File: src/rtl/video_format_detector.sv
// video_format_detector
// Measures separated H/V sync timing of incoming analogue video and classifies
// each field into an 8-bit format code (0x00 none, 0x01 576i50, 0x02 480i60,
// 0x03 576p50, 0x04 480p60). A code is published only after STABLE_FIELDS
// identical consecutive field classifications. A watchdog forces "none" when
// vsync disappears.
// Optional build macro VIDEO_FMT_MEASURE_OUT_EN adds the raw measurement
// outputs line_period and lines_per_field for bring-up.
// The H*_MIN/H*_MAX parameters are the line-period windows in clocks; the
// defaults match a 50 MHz clock.
module video_format_detector #(
   parameter int STABLE_FIELDS = 4,
   parameter int TIMEOUT_CLKS  = 2_500_000,
   parameter int REJECT_MAX    = 32,
   parameter bit HSYNC_POL     = 1'b0,
   parameter bit VSYNC_POL     = 1'b0,
   parameter int H15_MIN       = 3100,
   parameter int H15_MAX       = 3300,
   parameter int H31_MIN       = 1550,
   parameter int H31_MAX       = 1650
) (
   input  logic        clk_50mhz_in,
   input  logic        reset_x,
   input  logic        hsync_in,
   input  logic        vsync_in,
   output logic [7:0]  video_format,
   output logic        format_valid,
   output logic        format_changed
`ifdef VIDEO_FMT_MEASURE_OUT_EN
   ,
   output logic [11:0] line_period,
   output logic [10:0] lines_per_field
`endif
);

   localparam int               REJ_W        = $clog2(REJECT_MAX + 2);
   localparam logic [REJ_W-1:0] L_REJ_MAX    = REJ_W'(REJECT_MAX);
   localparam logic [21:0]      L_TIMEOUT    = 22'(TIMEOUT_CLKS);
   localparam logic [21:0]      L_TIMEOUT_M1 = 22'(TIMEOUT_CLKS - 1);
   localparam logic [3:0]       L_STABLE     = 4'(STABLE_FIELDS);
   localparam logic [11:0]      L_H15_MIN    = 12'(H15_MIN);
   localparam logic [11:0]      L_H15_MAX    = 12'(H15_MAX);
   localparam logic [11:0]      L_H31_MIN    = 12'(H31_MIN);
   localparam logic [11:0]      L_H31_MAX    = 12'(H31_MAX);

   // Map measured line period and line count onto a format code.
   function automatic logic [7:0] f_classify(input logic [11:0] hper,
                                             input logic [10:0] lines);
      logic is15;
      logic is31;
      is15 = (hper >= L_H15_MIN) && (hper <= L_H15_MAX);
      is31 = (hper >= L_H31_MIN) && (hper <= L_H31_MAX);
      if (is15 && lines >= 11'd300 && lines <= 11'd330)      return 8'h01;
      else if (is15 && lines >= 11'd250 && lines <= 11'd280) return 8'h02;
      else if (is31 && lines >= 11'd600 && lines <= 11'd650) return 8'h03;
      else if (is31 && lines >= 11'd500 && lines <= 11'd550) return 8'h04;
      else                                                   return 8'h00;
   endfunction

   logic [2:0]       r_hs_sync;
   logic [2:0]       r_vs_sync;
   logic             r_hs_edge;
   logic             r_vs_edge;
   logic [11:0]      r_hcnt;
   logic [11:0]      r_hper;
   logic [10:0]      r_lcnt;
   logic [REJ_W-1:0] r_rej;
   logic [21:0]      r_wd;
   logic [7:0]       r_prev_cand;
   logic [3:0]       r_match;
   logic [7:0]       r_fmt;
   logic             r_valid;
   logic             r_chg;

   logic             w_hs_act;
   logic             w_hs_act_d;
   logic             w_vs_act;
   logic             w_vs_act_d;
   logic [11:0]      w_hthr;
   logic             w_h_acc;
   logic             w_h_rej;
   logic [10:0]      w_lcnt_inc;
   logic [10:0]      w_lines;
   logic             w_rej_over;
   logic [7:0]       w_cand;
   logic [3:0]       w_match_next;
   logic             w_timeout;

   // Polarity-normalised "active" views of the synchronised sync pins.
   assign w_hs_act   = HSYNC_POL ? r_hs_sync[1] : ~r_hs_sync[1];
   assign w_hs_act_d = HSYNC_POL ? r_hs_sync[2] : ~r_hs_sync[2];
   assign w_vs_act   = VSYNC_POL ? r_vs_sync[1] : ~r_vs_sync[1];
   assign w_vs_act_d = VSYNC_POL ? r_vs_sync[2] : ~r_vs_sync[2];

   // Edges arriving before 3/4 of the locked period are equalising or
   // half-line pulses and must not count as lines.
   assign w_hthr     = r_hper - (r_hper >> 2);
   assign w_h_acc    = r_hs_edge & ((r_hper == 12'd0) | (r_hcnt >= w_hthr));
   assign w_h_rej    = r_hs_edge & ~w_h_acc;
   assign w_lcnt_inc = (r_lcnt == 11'h7FF) ? r_lcnt : r_lcnt + 11'd1;
   assign w_lines    = w_h_acc ? w_lcnt_inc : r_lcnt;
   assign w_rej_over = r_rej > L_REJ_MAX;
   assign w_cand     = w_rej_over ? 8'h00 : f_classify(r_hper, w_lines);
   assign w_match_next = (w_cand != r_prev_cand) ? 4'd1 :
                         (r_match >= L_STABLE)    ? L_STABLE : r_match + 4'd1;
   assign w_timeout  = ~r_vs_edge & (r_wd == L_TIMEOUT_M1);

   // Two-flop synchronisers plus one history flop; registered leading-edge pulses.
   always_ff @(posedge clk_50mhz_in or negedge reset_x) begin
      if (!reset_x) begin
         r_hs_sync <= '0;
         r_vs_sync <= '0;
         r_hs_edge <= 1'b0;
         r_vs_edge <= 1'b0;
      end else begin
         r_hs_sync <= {r_hs_sync[1:0], hsync_in};
         r_vs_sync <= {r_vs_sync[1:0], vsync_in};
         r_hs_edge <= w_hs_act & ~w_hs_act_d;
         r_vs_edge <= w_vs_act & ~w_vs_act_d;
      end
   end

   // Line-period measurement, per-field line/reject counting and vsync watchdog.
   always_ff @(posedge clk_50mhz_in or negedge reset_x) begin
      if (!reset_x) begin
         r_hcnt <= '0;
         r_hper <= '0;
         r_lcnt <= '0;
         r_rej  <= '0;
         r_wd   <= '0;
      end else begin
         if (w_h_acc)                  r_hcnt <= 12'd1;
         else if (r_hcnt != 12'hFFF)   r_hcnt <= r_hcnt + 12'd1;

         if (w_timeout || (r_vs_edge && w_rej_over)) r_hper <= '0;
         else if (w_h_acc)                           r_hper <= r_hcnt;

         if (w_timeout || r_vs_edge)   r_lcnt <= '0;
         else if (w_h_acc)             r_lcnt <= w_lcnt_inc;

         if (w_timeout || r_vs_edge)   r_rej <= '0;
         else if (w_h_rej && r_rej != '1) r_rej <= r_rej + 1'b1;

         if (r_vs_edge)                r_wd <= '0;
         else if (r_wd != L_TIMEOUT)   r_wd <= r_wd + 22'd1;
      end
   end

   // Field-to-field stability filter and registered format outputs.
   always_ff @(posedge clk_50mhz_in or negedge reset_x) begin
      if (!reset_x) begin
         r_prev_cand <= '0;
         r_match     <= '0;
         r_fmt       <= '0;
         r_valid     <= 1'b0;
         r_chg       <= 1'b0;
      end else begin
         r_chg <= 1'b0;
         if (w_timeout) begin
            r_match <= '0;
            r_fmt   <= '0;
            r_valid <= 1'b0;
            r_chg   <= (r_fmt != 8'h00);
         end else if (r_vs_edge) begin
            r_prev_cand <= w_cand;
            r_match     <= w_match_next;
            if (w_match_next == L_STABLE && w_cand != r_fmt) begin
               r_fmt   <= w_cand;
               r_valid <= (w_cand != 8'h00);
               r_chg   <= 1'b1;
            end
         end
      end
   end

   assign video_format   = r_fmt;
   assign format_valid   = r_valid;
   assign format_changed = r_chg;

`ifdef VIDEO_FMT_MEASURE_OUT_EN
   logic [10:0] r_lines_lat;

   // Hold the line count of the most recently completed field for readback.
   always_ff @(posedge clk_50mhz_in or negedge reset_x) begin
      if (!reset_x)       r_lines_lat <= '0;
      else if (r_vs_edge) r_lines_lat <= w_lines;
   end

   assign line_period     = r_hper;
   assign lines_per_field = r_lines_lat;
`endif

endmodule

File: config.mk
export PLATFORM = sky130hd
export DESIGN_NAME = video_format_detector
export DESIGN_NICKNAME = d
export VERILOG_FILES = /design/src/rtl/video_format_detector.sv
export SDC_FILE = /design/constraint.sdc
export NUM_CORES = 1
export LEC_CHECK = 0
export BUFFER_PORTS_ARGS = -buffer_cell sky130_fd_sc_hd__buf_2
export CELL_PAD_IN_SITES_DETAIL_PLACEMENT = 0
export CELL_PAD_IN_SITES_GLOBAL_PLACEMENT = 1
export CORE_ASPECT_RATIO = 1.75
export CORE_MARGIN = 4
export CORE_UTILIZATION = 30
export CTS_CLUSTER_DIAMETER = 150
export CTS_CLUSTER_SIZE = 8
export DETAILED_ROUTE_END_ITERATION = 12
export HOLD_SLACK_MARGIN = 0.08
export PLACE_DENSITY = 0.64
export SLEW_MARGIN = 30
export SYNTH_ARGS = -nofsm -noshare
export SYNTH_HDL_FRONTEND = slang
export SYNTH_SLANG_ARGS = --single-unit
File: constraint.sdc
create_clock -name clk_50mhz_in -period 5.7 [get_ports clk_50mhz_in]
set_input_delay 1.14 -clock clk_50mhz_in [delete_from_list [all_inputs] [get_ports clk_50mhz_in]]
set_output_delay 1.14 -clock clk_50mhz_in [all_outputs]
set_load 0.005 [all_outputs]
-- Word-level counts from Yosys, hierarchy flattened
Index checks and enable logic that the tools add are counted.
- output and inout port bits: 10
- bits in registers: 93
- input port bits: 4
- word-level logic and storage cells: 109
- eq/ne operators: 8
- bitwise logic cells: 11
- reductions and logical operators: 26
- add/subtract/negate cells: 6
- magnitude comparators: 15
- mux-type cells: 29
- operators by type and width (operator ; count):
    $mux W12 ; 4
    $mux W8 ; 6
    $mux W22 ; 2
    $mux W11 ; 3
    $add A22 B1 Y22 const B ; 1
    $eq A22 B22 Y1 const B ; 1
    $ge A11 B9 Y1 const B ; 2
    $le A11 B10 Y1 const B ; 2
    $le A11 B9 Y1 const B ; 2
    $ne A22 B22 Y1 const B ; 1
    $mux W4 ; 4
    $ne A8 B8 Y1 ; 2
    $reduce_bool A8 Y1 ; 2
    $logic_and A1 B1 Y1 ; 13
    $add A12 B1 Y12 const B ; 1
    $ge A12 B11 Y1 const B ; 1
    $ge A12 B12 Y1 ; 1
    $ge A12 B12 Y1 const B ; 1
    $le A12 B11 Y1 const B ; 1
    $le A12 B12 Y1 const B ; 1
    $logic_not A12 Y1 ; 1
    $mux W6 ; 2
    $ne A12 B12 Y1 const B ; 1
    $reduce_bool A2 Y1 ; 6
    other kinds (18) ; 34

-- Longest topological paths before layout
Gate-level depths: netlist of run 1.
- word-level depth: 20
- gate-level depth with buffers: 29
- mapped depth without buffers: 28

-- Worst setup path before layout of run 1
No wires, ideal clock.
- path type: register to register
- start point: register r_hper[3]
- end point: register r_valid, in the netlist format_valid
- library setup time: 0.094 ns
- data arrival time: 5.277 ns
- period minus slack after synthesis: 5.371 ns
- stages on the path, launching flop included: 28
- buffers on the path: 0
- path slack: 0.329 ns
- required time: 5.606 ns
- cells stage by stage: dfrtp_1 inv_1 ha_1 a21oi_1 o21ai_0 a21o_1 nand2_1 a21oi_1 o21ai_0 a21oi_1 o21ai_0 nand2b_1 a211oi_1 xnor2_1 ha_1 and4_2 nand2_1 a311o_2 a31oi_1 mux2i_1 or2b_2 a311oi_2 o31ai_2 a31oi_4 xnor2_1 and3_4 a21oi_2 a211oi_1
- word-level cells in the longest chain between the ends: 19
- elaborated cells on any way between the ends: 44
- classes of those cells: add/sub (1); order compare (13); eq/ne (3); mux (10); bitwise (2); reduce/logical (15)
- RTL lines (element ; line ; source):
    from (decl) ; 65 ; logic [11:0] r_hper;
    from (signal assigned) ; 136 ; else if (w_h_acc) r_hper <= r_hcnt;
    $sub A12 B10 Y12 ; 97 ; assign w_hthr = r_hper - (r_hper >> 2);
    $ge A12 B12 Y1 ; 98 ; assign w_h_acc = r_hs_edge & ((r_hper == 12'd0) | (r_hcnt >= w_hthr));
    $or A1 B1 Y1 ; 98 ;
    $and A1 B1 Y1 ; 98 ;
    $mux W11 ; -- ;
    $ge A11 B9 Y1 ; 56 ; else if (is31 && lines >= 11'd500 && lines <= 11'd550) return 8'h04;
    $logic_and A1 B1 Y1 (2 in a row) ; 56 ;
    $mux W3 ; 56 ;
    [2 not listed] ; -- ;
    $mux W8 * ; 53 ; if (is15 && lines >= 11'd300 && lines <= 11'd330) return 8'h01;
    $mux W8 * ; 103 ; assign w_cand = w_rej_over ? 8'h00 : f_classify(r_hper, w_lines);
    $ne A8 B8 Y1 ; 104 ; assign w_match_next = (w_cand != r_prev_cand) ? 4'd1 :
    $mux W4 ; 104 ;
    $eq A4 B3 Y1 ; 167 ; if (w_match_next == L_STABLE && w_cand != r_fmt) begin
    $logic_and A1 B1 Y1 ; 167 ;
    $reduce_bool A2 Y1 (no source line) ; -- ;
    $reduce_and A2 Y1 (no source line) ; -- ;
    to (signal assigned) ; 169 ; r_valid <= (w_cand != 8'h00);
    to (decl) ; 72 ; logic r_valid;
Every way passes the cells marked *; elsewhere a longest branch is shown, timed or not. The select of a mux whose other input is x is not followed.
A chain may end at the register's enable or synchronous reset.

-- Worst setup path after layout of run 1
- start point: register r_hper[0]
- end point: register r_fmt[2], in the netlist video_format[2]
- word-level cells in the longest chain between the ends: 19
- elaborated cells on any way between the ends: 43
- classes of those cells: add/sub (1); order compare (13); eq/ne (3); mux (10); bitwise (2); reduce/logical (14)
- RTL lines (element ; line ; source):
    $sub A12 B10 Y12 ; 97 ;
    $ge A12 B12 Y1 ; 98 ;
    $or A1 B1 Y1 ; 98 ;
    $and A1 B1 Y1 ; 98 ;
    $mux W11 ; -- ;
    $ge A11 B9 Y1 ; 56 ;
    $logic_and A1 B1 Y1 (2 in a row) ; 56 ;
    $mux W3 ; 56 ;
    [2 not listed] ; -- ;
    $mux W8 * ; 53 ;
    $mux W8 * ; 103 ;
    $ne A8 B8 Y1 ; 104 ;
    $mux W4 ; 104 ;
    $eq A4 B3 Y1 ; 167 ;
    $logic_and A1 B1 Y1 ; 167 ;
    $reduce_bool A2 Y1 (no source line) ; -- ;
    $reduce_and A2 Y1 (no source line) ; -- ;
    to (signal assigned) ; 168 ; r_fmt <= w_cand;
    to (decl) ; 71 ; logic [7:0] r_fmt;
Marked as above.

==> results of run 1 <==
## sequential cells by signal (all words and copies together) (netlist names)
signal,count
r_wd,22
format_changed,1
r_rej,6
r_vs_sync,3
r_hs_edge,1
r_hper,12
video_format,3
r_lcnt,11
r_hs_sync,3
r_hcnt,12
r_prev_cand,3
r_match,4
r_vs_edge,1
format_valid,1
## Yosys cell counts (8+ instances only)
cell type  count  area [um2]
dfrtp_1       83        2080
ha_1          29         363
o21ai_0       19        95.1
nor2_1        67         251
nor3_1        14        70.1
clkbuf_1       8        30.0
nand3_1       27         135
a211oi_1      10        75.1
a21oi_1       41         205
xor2_1        25         219
inv_1         36         135
xnor2_1       23         201
a31oi_1        9        56.3
nand4_1       18         113
nand2_1       67         251
## worst max-delay path by stage
stage | to | slack, ns
2_1_floorplan | format_valid | 0.33
3_3_place_gp | video_format[2] | 0.02
3_5_place_dp | video_format[2] | -0.07
4_1_cts | video_format[0] | 0.02
5_1_grt | video_format[2] | -0.15
6_report | video_format[2] | 0.12
## metal layers
layer	vias to the layer above	GRT usage, %	wire, um
li1	2204	-	-
met1	2208	14.7	5150
met2	69	28.3	8160
met3	32	1.99	296
met4	0	6.99	574
met5	-	0	0
## worst register-to-register path: cells and delay by family (launching register included)
family                     cells  cell delay (ns)
AOI/OAI and AO/OA             14             2.22
and+or+nand+nor                7             1.44
adders and majority gates      3             0.82
DFF                            1             0.39
buffers and inverters          3             0.33
xor gates and xnor gates       2             0.32
## timing repair
item                                   CTS  global route
setup buffers                            0            13
setup endpoints to repair                4            10
gates resized for setup                  4            57
pin swaps                                0            30
endpoints found under the hold margin    0             0
## report_power, final
| group | total [mW] | leakage (nW) | internal, mW | switching [mW] |
|---|---|---|---|---|
| Sequential | 0.749 | 1.11 | 0.659 | 0.0902 |
| Combinational | 1.04 | 1.46 | 0.493 | 0.543 |
| Clock | 0.601 | 0.153 | 0.363 | 0.237 |
| Total | 2.39 | 2.73 | 1.51 | 0.871 |
## cell families (layout without fill, tap and decap cells)
group,Yosys count,count (layout)
other,1,5
and+or+nand+nor,254,254
buffers and inverters,60,103
muxes,10,10
AOI/OAI and AO/OA,116,116
xor gates and xnor gates,48,48
adders and majority gates,30,30
DFF,83,83
## final cells by class
class | instances | area [um2] | area share, %
timing repair buffer | 51 | 365 | 5.63
tap | 231 | 289 | 4.46
clock inverter | 4 | 48.8 | 0.752
inverter | 36 | 135 | 2.08
multi-input combinational | 463 | 3310 | 51.1
sequential | 83 | 2080 | 32.0
clock buffer | 12 | 256 | 3.95
## stage by stage
step	instance area, um2	hold WS (ns)	TNS, ns
6_report	6490	0.348	0
5_1_grt	6490	0.366	-0.399
4_1_cts	6130	0.348	0
3_5_place_dp	5800	0.341	-0.139
3_3_place_gp	5800	0.334	0
2_1_floorplan	5400	0.331	0
==> out/results.tsv, run 1 <==
metric	value	unit
cp_common_cell	a21oi_2	
cp.required	5.95	ns
utilization	37.0	%
start_util	30.7	%
synth_fa_ha_area_share	7.11	%
crit_type	reg2reg	
fin_crit_sh	98.0	%
clkSlewWorstSetupHoldPaths	0.07	ns
holdCritPathClass	reg2reg	
synth-seq-cells	83	
p_leak	2.73	nW
worst_slew_pin_slew	1.21	ns
final_cell_mix	dfrtp_1 (82), nand2_1 (67), nor2_1 (66)	
final_common_cell	dfrtp_1	
fin_ws	0.116	ns
synth.yosys.seq_area_share	38.6	%
ioPinCount	14	
rrSetupSlack	0.12	ns
setup_viol	0	
antenna_cells	0	
critPathBufInv	3	
clock_sinks	83	
critPathLaunchType	register	
portBuffers	8	
fillCellCount	1768	
cp-startpoint	r_hper[0]	
slew_viol_final	0	
synthSimpleGateAreaFrac	24.1	%
nNetsFinal	678	
avgSynthCellArea	8.94	um2
cp-end-kind	register	
cp_slowest_cell	or4_4	
instances_no_fill	880	
maxSlewHeadroom	18.0	%
hold_buffers	0	
power	2.39	mW
dp_hpwl	10.7	mm
vias	4513	
post-route-drc-count	0	
clk-insertion-delay-late	0.33	ns
die_area	20200	um2
worstReg2RegStart	r_hper[0]	
cts_root_buffer	clkbuf_16	
grt_pass1_wl	22.9	mm
ys_types	79	
dp_worst_setup_slack	-0.0686	ns
synth_cells	602	
synthesis.area	5380	um2
max_stage_delay	0.53	ns
place_inst	851	
gp_congestion	0.916	
cp_data_arrival_time	5.84	ns
async_flop_share	100	%
viasPerCell	5.13	
drtPass1Iterations	4	
worstSetupPathDepth	29	
synth_top_family_by_area	simple AND/OR/NAND/NOR gates	
synthFlopType	dfrtp_1	
grt_overflow	0	
wl_per_cell	16.1	um
power_density	368	nW/um2
synth_edf_count	0	
grt_max_degree	50	
min_to	r_hs_sync[1]	
h-tree-depth	3	
grt.total_usage	14.5	%
synth_mux_area_share	2.00	%
timing.fmax	179	MHz
hp-start	r_hs_sync[0]	
layout-drive-gt1-share	22.2	%
synth_compound_area_share	15.0	%
drv_cap	0	
numCtsBuffers	9	
antenna_found_initial	0	
rows	64	
synth-xor-area-share	7.81	%
die_w	109	um
crit_path_max_fanout	6	
period_minus_slack	5.58	ns
grt_pass1_vias	4632	
die_y	185	um
yosysWarnings	0	
final.setup_skew	0.00860	ns
cts_buffer_depth	2	
drtAntennaViolNets	0	
cts_tree	done	
ir_worst_vdd	281	uV
min_delay_path_depth	0	
r2r_end	video_format[2]	
run_status	complete, no violations	
syn2layout_area_growth	20.5	%
reg2regPathDepth	29	
core-area	17500	um2
hold_viol	0	
drt_iter0_markers	145	
crit_family	compound AO/OA/AOI/OAI gates	
routed_wl	14.2	mm
Power figures use the tool's default switching activity.
==> run 2, diff against run 1 <==
--- a/config.mk
+++ b/config.mk
@@ -6,16 +6,13 @@
 export NUM_CORES = 1
 export LEC_CHECK = 0
 export BUFFER_PORTS_ARGS = -buffer_cell sky130_fd_sc_hd__buf_2
-export CELL_PAD_IN_SITES_DETAIL_PLACEMENT = 0
-export CELL_PAD_IN_SITES_GLOBAL_PLACEMENT = 1
-export CORE_ASPECT_RATIO = 1.75
 export CORE_MARGIN = 4
 export CORE_UTILIZATION = 30
 export CTS_CLUSTER_DIAMETER = 150
 export CTS_CLUSTER_SIZE = 8
 export DETAILED_ROUTE_END_ITERATION = 12
 export HOLD_SLACK_MARGIN = 0.08
-export PLACE_DENSITY = 0.64
+export PLACE_DENSITY = 0.54
 export SLEW_MARGIN = 30
 export SYNTH_ARGS = -nofsm -noshare
 export SYNTH_HDL_FRONTEND = slang
==> run 2 against run 1 <==
The flow now finishes with violations (negative setup slack). Clock power up 5.0%. Register-to-register slack worse by 0.12 ns. Non-clock buffer count up 2. Flip-flop and latch count unchanged. Worst hold slack better by 0.0024 ns. Via count down 1.0%. Wire length down 12%. Final area up 0.33%. Global-route usage down 1.7 points. Sequential share of layout area down 0.10 points. Core utilization up 0.38 points. Largest power group unchanged. Cell count down 0.45%.
==> out/results.tsv, run 2 (synthesis gave the netlist of run 1 again) <==
metric	value	unit	change
power_density	381	nW/um2	+3.6%
power	2.48	mW	+3.9%
ioPinCount	14		unchanged
cp.required	5.94	ns	about the same
start_util	30.9	%	+0.21 points
layout-drive-gt1-share	22.6	%	+0.39 points
clkSlewWorstSetupHoldPaths	0.07	ns	about the same
rsz0062_at_grt	yes		
syn2layout_area_growth	20.9	%	
p_leak	2.76	nW	+1.4%
die_w	142	um	+30%
crit_type	reg2reg		
combPwrFrac	44.5	%	+1.1 points
run_status	finished with violations		
timing.fmax	175	MHz	-2.1%
rows	48		-25%
grt.total_usage	12.9	%	-1.7 points
switching_share	36.2	%	-0.25 points
clock_sinks	83		unchanged
portBuffers	8		unchanged
drtPass1Iterations	4		unchanged
post-route-drc-count	0		unchanged
nNetsFinal	680		+0.29%
fin_hold_ws	0.350	ns	+0.00245 ns
regMostFlops	r_wd		
vias	4467		-1.0%
drtAntennaViolNets	0		unchanged
wl_per_cell	14.3	um	-12%
violations	negative setup slack		
final_cell_mix	dfrtp_1 (82), nor2_1 (67), nand2_1 (65)		
antenna_found_initial	0		unchanged
core-area	17400	um2	-0.68%
dp_hpwl	8.75	mm	-18%
final.setup_skew	0.0142	ns	+0.00563 ns
final_common_cell	dfrtp_1		
fin_crit_sh	100	%	+2.1 points
grt_pass1_vias	4522		-2.4%
grt_overflow	0		unchanged
gp_congestion	0.893		-2.4%
reg.largest.list	r_wd x22, r_hcnt x12, r_hper x12		
period_minus_slack	5.71	ns	+0.122 ns
p_clk_share	25.5	%	+0.3 points
worst_slew_pin_slew	1.08	ns	-0.129 ns
cts_root_buffer	clkbuf_16		
crit_path_max_fanout	5		-1
slew_viol_final	0		unchanged
instances_no_fill	876		-0.45%
grt_max_degree	66		+32%
cp_data_arrival_time	5.95	ns	+0.11 ns
cts_tree	done		
h-tree-depth	3		unchanged
p_seq_share	30.0	%	-1.4 points
ir_worst_vdd	147	uV	-48%
drt_iter0_markers	348		+140%
cts_buffer_depth	2		unchanged
routed_wl	12.5	mm	-12%
grt_pass1_wl	21.8	mm	-4.8%
numCtsBuffers	9		unchanged
antenna_cells	0		unchanged
fin_ws	-0.00563	ns	-0.122 ns
cp-end-kind	register		
setup_viol	1		+1
maxSlewHeadroom	26.8	%	+8.7 points
critPathLaunchType	register		
die_y	142	um	-23%
switchingPower	0.899	mW	+3.2%
place_inst	834		-2.0%
power.internal	1.58	mW	+4.4%
holdCritPathClass	reg2reg		
die_area	20200	um2	-0.41%
drv_cap	0		unchanged
viasPerCell	5.10		-0.57%
clk-insertion-delay-late	0.34	ns	about the same
hold_viol	0		unchanged
largest_reg_flops	22		unchanged
[run 2: final cells by class]
cell class / instances / area [um2]
Inverter: 36 / 135
Tap cell: 225 / 282
Timing Repair Buffer: 53 / 380
Fill cell: 1743 / 10900
Multi-Input combinational cell: 463 / 3310
Sequential cell: 83 / 2080
Clock buffer: 9 / 225
Clock inverter: 7 / 98.8
[run 2: routing by layer]
layer	global-route usage, %	vias to the layer above	wire (um)
met3	2.15	17	396
met1	17.6	2165	5930
met4	3.33	0	164
li1	-	2210	-
met5	0	-	0
met2	21.3	75	6000
[run 2: metrics by stage]
stage,setup slack (ns),area [um2],setup TNS (ns),utilization [%]
2_1_floorplan,0.329,5400,0,-
3_3_place_gp,0.00539,5710,0,32.8
3_5_place_dp,-0.209,5710,-0.893,32.8
4_1_cts,0.00281,6180,0,35.5
5_1_grt,-0.269,6510,-1.47,37.4
6_report,-0.00563,6510,-0.00563,37.4
[run 2: worst paths after layout]
| kind | end | slack, ns | startpoint | depth (start not counted) |
|---|---|---|---|---|
| hold / removal | r_vs_sync[1] | 0.35 | r_vs_sync[0] | 0 |
| min in group asynchronous | r_wd[0] | 0.67 | reset_x | 1 |
| setup / recovery | video_format[2] | -0.006 | r_hper[2] | 27 |
| setup reg to reg | video_format[2] | -0.006 | r_hper[2] | 27 |
| max in group asynchronous | r_hper[2] | 3.88 | reset_x | 2 |
| hold reg to reg | r_vs_sync[1] | 0.35 | r_vs_sync[0] | 0 |
[run 2: power groups by stage]
| stage | clock, mW | combinational, mW | sequential [mW] |
|---|---|---|---|
| floorplan | 0 | 0.623 | 0.738 |
| global placement | 0 | 0.830 | 0.745 |
| detailed placement | 0 | 0.847 | 0.751 |
| CTS | 0.651 | 0.908 | 0.739 |
| global route | 0.676 | 1.25 | 0.759 |
| finish | 0.631 | 1.10 | 0.745 |
[run 2: worst max-delay path: stages, from the launching register on]
cell,delay [ns]
dfrtp_2,0.44
ha_4,0.15
inv_2,0.04
fa_2,0.36
nand2_1,0.08
nand2_1,0.07
a21oi_2,0.16
o21ai_2,0.07
a21oi_2,0.17
o21ai_2,0.07
a21oi_2,0.16
o21bai_1,0.10
a21oi_2,0.13
xnor2_1,0.08
ha_1,0.31
and4_4,0.23
nand2_2,0.05
a311o_2,0.43
a311oi_4,0.38
o32ai_4,0.14
a2111o_1,0.45
a311oi_4,0.38
o31ai_4,0.15
a31oi_4,0.24
xnor2_2,0.18
and3_4,0.28
a21oi_2,0.06
a211oi_2,0.24
[run 2: repair_timing]
action                     CTS  global route
hold buffers                 0             0
gates resized for setup     13            48
setup endpoints to repair    8            10
pin swaps                   11            36
buffers inserted            10            16
==> run 3, diff against run 2 <==
--- a/config.mk
+++ b/config.mk
@@ -6,13 +6,13 @@
 export NUM_CORES = 1
 export LEC_CHECK = 0
 export BUFFER_PORTS_ARGS = -buffer_cell sky130_fd_sc_hd__buf_2
-export CORE_MARGIN = 4
+export CORE_MARGIN = 2
 export CORE_UTILIZATION = 30
 export CTS_CLUSTER_DIAMETER = 150
 export CTS_CLUSTER_SIZE = 8
 export DETAILED_ROUTE_END_ITERATION = 12
 export HOLD_SLACK_MARGIN = 0.08
-export PLACE_DENSITY = 0.54
+export PLACE_DENSITY = 0.52
 export SLEW_MARGIN = 30
 export SYNTH_ARGS = -nofsm -noshare
 export SYNTH_HDL_FRONTEND = slang
==> constraint.sdc (replaced) <==
create_clock -name clk_50mhz_in -period 5.9 [get_ports clk_50mhz_in]
set_input_delay 1.18 -clock clk_50mhz_in [delete_from_list [all_inputs] [get_ports clk_50mhz_in]]
set_output_delay 1.18 -clock clk_50mhz_in [all_outputs]
set_load 0.005 [all_outputs]
==> run 3 against run 2 <==
The flow now finishes without violations. Sequential power shrank 2%. Worst setup slack gained 0.20 ns. Combinational power shrank 16%. Critical path depth grew 1. Register-to-register slack gained 0.20 ns. Final area shrank 3.2%. Global-route usage grew 0.84 points. Cell count shrank 0.80%. Critical path type unchanged.
==> out/results.tsv, run 3 (synthesis gave the netlist of run 1 again) <==
metric	value	unit	change
final_common_cell	dfrtp_1		
cp-startpoint	r_hper[0]		
clkSlewWorstSetupHoldPaths	0.07	ns	about the same
fin_ws	0.193	ns	+0.199 ns
utilization	36.1	%	-1.2 points
fin_area	6300	um2	-3.2%
cp-end-kind	register		
place_area	5680	um2	-0.53%
reg.largest.list	r_wd x22, r_hcnt x12, r_hper x12		
gp_congestion	0.889		-0.46%
antenna_cells	0		unchanged
dp_worst_setup_slack	0.0377	ns	+0.246 ns
crit_type	reg2reg		
post-route-drc-count	0		unchanged
final.setup_skew	0.00989	ns	-0.00434 ns
cp_slowest_cell	a2111o_1		
ioPinCount	14		unchanged
numCtsBuffers	9		unchanged
routed_wl	12.7	mm	+2.0%
syn2layout_area_growth	16.9	%	
nNetsFinal	673		-1.0%
drtAntennaViolNets	0		unchanged
p_leak	2.69	nW	-2.6%
wl_per_cell	14.7	um	+2.8%
period_minus_slack	5.71	ns	+0.00134 ns
layout-drive-gt1-share	18.8	%	-3.8 points
crit_family	compound AO/OA/AOI/OAI gates		
rrSetupSlack	0.19	ns	+0.20 ns
hp-start	r_vs_sync[0]		
worst_slew_pin_slew	1.11	ns	+0.0287 ns
final_cell_mix	dfrtp_1 (82), nand2_1 (67), nor2_1 (67)		
worstReg2RegStart	r_hper[0]		
setup_viol	0		-1
grt_pass1_vias	4140		-8.4%
cts_root_buffer	clkbuf_16		
drv_cap	0		unchanged
grt_overflow	0		unchanged
grt_max_degree	61		-7.6%
max_stage_delay	0.45	ns	about the same
largest_reg_flops	22		unchanged
die_area	19000	um2	-5.6%
critPathLaunchType	register		
power_density	348	nW/um2	-8.6%
drtPass1Iterations	4		unchanged
cts_buffer_depth	2		unchanged
grt.total_usage	13.7	%	+0.84 points
drt_iter0_markers	324		-6.9%
ir_worst_vdd	127	uV	-14%
fin_crit_sh	96.7	%	-3.4 points
r2r_end	video_format[2]		
antenna_found_initial	0		unchanged
setup-tns-final	0	ns	+0.00563 ns
regMostFlops	r_wd		
clock_sinks	83		unchanged
clk-insertion-delay-late	0.35	ns	about the same
vias	4523		+1.3%
die_w	138	um	-2.8%
viasPerCell	5.20		+2.1%
core-area	17400	um2	unchanged
hold_viol	0		unchanged
min_delay_path_depth	0		unchanged
slew_viol_final	0		unchanged
timing.fmax	175	MHz	about the same
holdCritPathClass	reg2reg		
run_status	complete, no violations		
fin_hold_ws	0.347	ns	-0.00342 ns
grt_pass1_wl	20.7	mm	-5.2%
dp_hpwl	8.79	mm	+0.39%
hold_buffers	0		unchanged
h-tree-depth	3		unchanged
critPathBufInv	2		+1
maxSlewHeadroom	24.8	%	-1.9 points
min_to	r_vs_sync[1]		
start_util	30.9	%	unchanged
crit_path_max_fanout	7		+2
cp.required	6.08	ns	+0.14 ns
cp_data_arrival_time	5.89	ns	-0.06 ns
reg2regPathDepth	28		+3.7%
die_y	138	um	-2.8%
portBuffers	8		unchanged
rows	48		unchanged
cts_tree	done		
run 3: final cells by class:
type,count,area [um2]
Fill cell,1781,11100
Multi-Input combinational cell,465,3210
Sequential cell,83,2080
Timing Repair Buffer,44,313
Tap cell,225,282
Clock buffer,10,229
Inverter,36,135
Clock inverter,6,47.5
run 3: timing repair:
action | CTS | global route
hold endpoints to repair | 0 | 0
setup buffers | 0 | 21
gates resized for setup | 0 | 37
endpoints found under the setup margin | 0 | 8
run 3: routing by layer:
metal | vias up | part of all wire (%) | global-route usage, %
met5 | - | 0 | 0
met4 | 0 | 1.5 | 4.20
met3 | 15 | 3.0 | 3.25
met2 | 73 | 48 | 21.8
met1 | 2229 | 48 | 18.5
li1 | 2206 | - | -
run 3: where the power goes:
part / switching (mW) / total [mW] / internal, mW
Combinational: 0.504 / 0.929 / 0.426
Clock: 0.244 / 0.535 / 0.291
Sequential: 0.0920 / 0.729 / 0.637
Total: 0.840 / 2.19 / 1.35
run 3: per-stage QoR:
stage,power (mW),instances
after floorplan,1.32,606
after global placement,1.50,830
after detailed placement,1.52,830
after CTS,2.08,846
after global routing,2.37,869
final,2.19,869
run 3: how the worst max path moves through the flow:
stage	to	slack (ns)	depth (start not counted)
after global placement	video_format[2]	0.15	27
after detailed placement	video_format[2]	0.04	28
after floorplan	format_valid	0.53	27
after CTS	video_format[2]	0.04	28
final	video_format[2]	0.19	28
after global routing	video_format[1]	-0.09	27
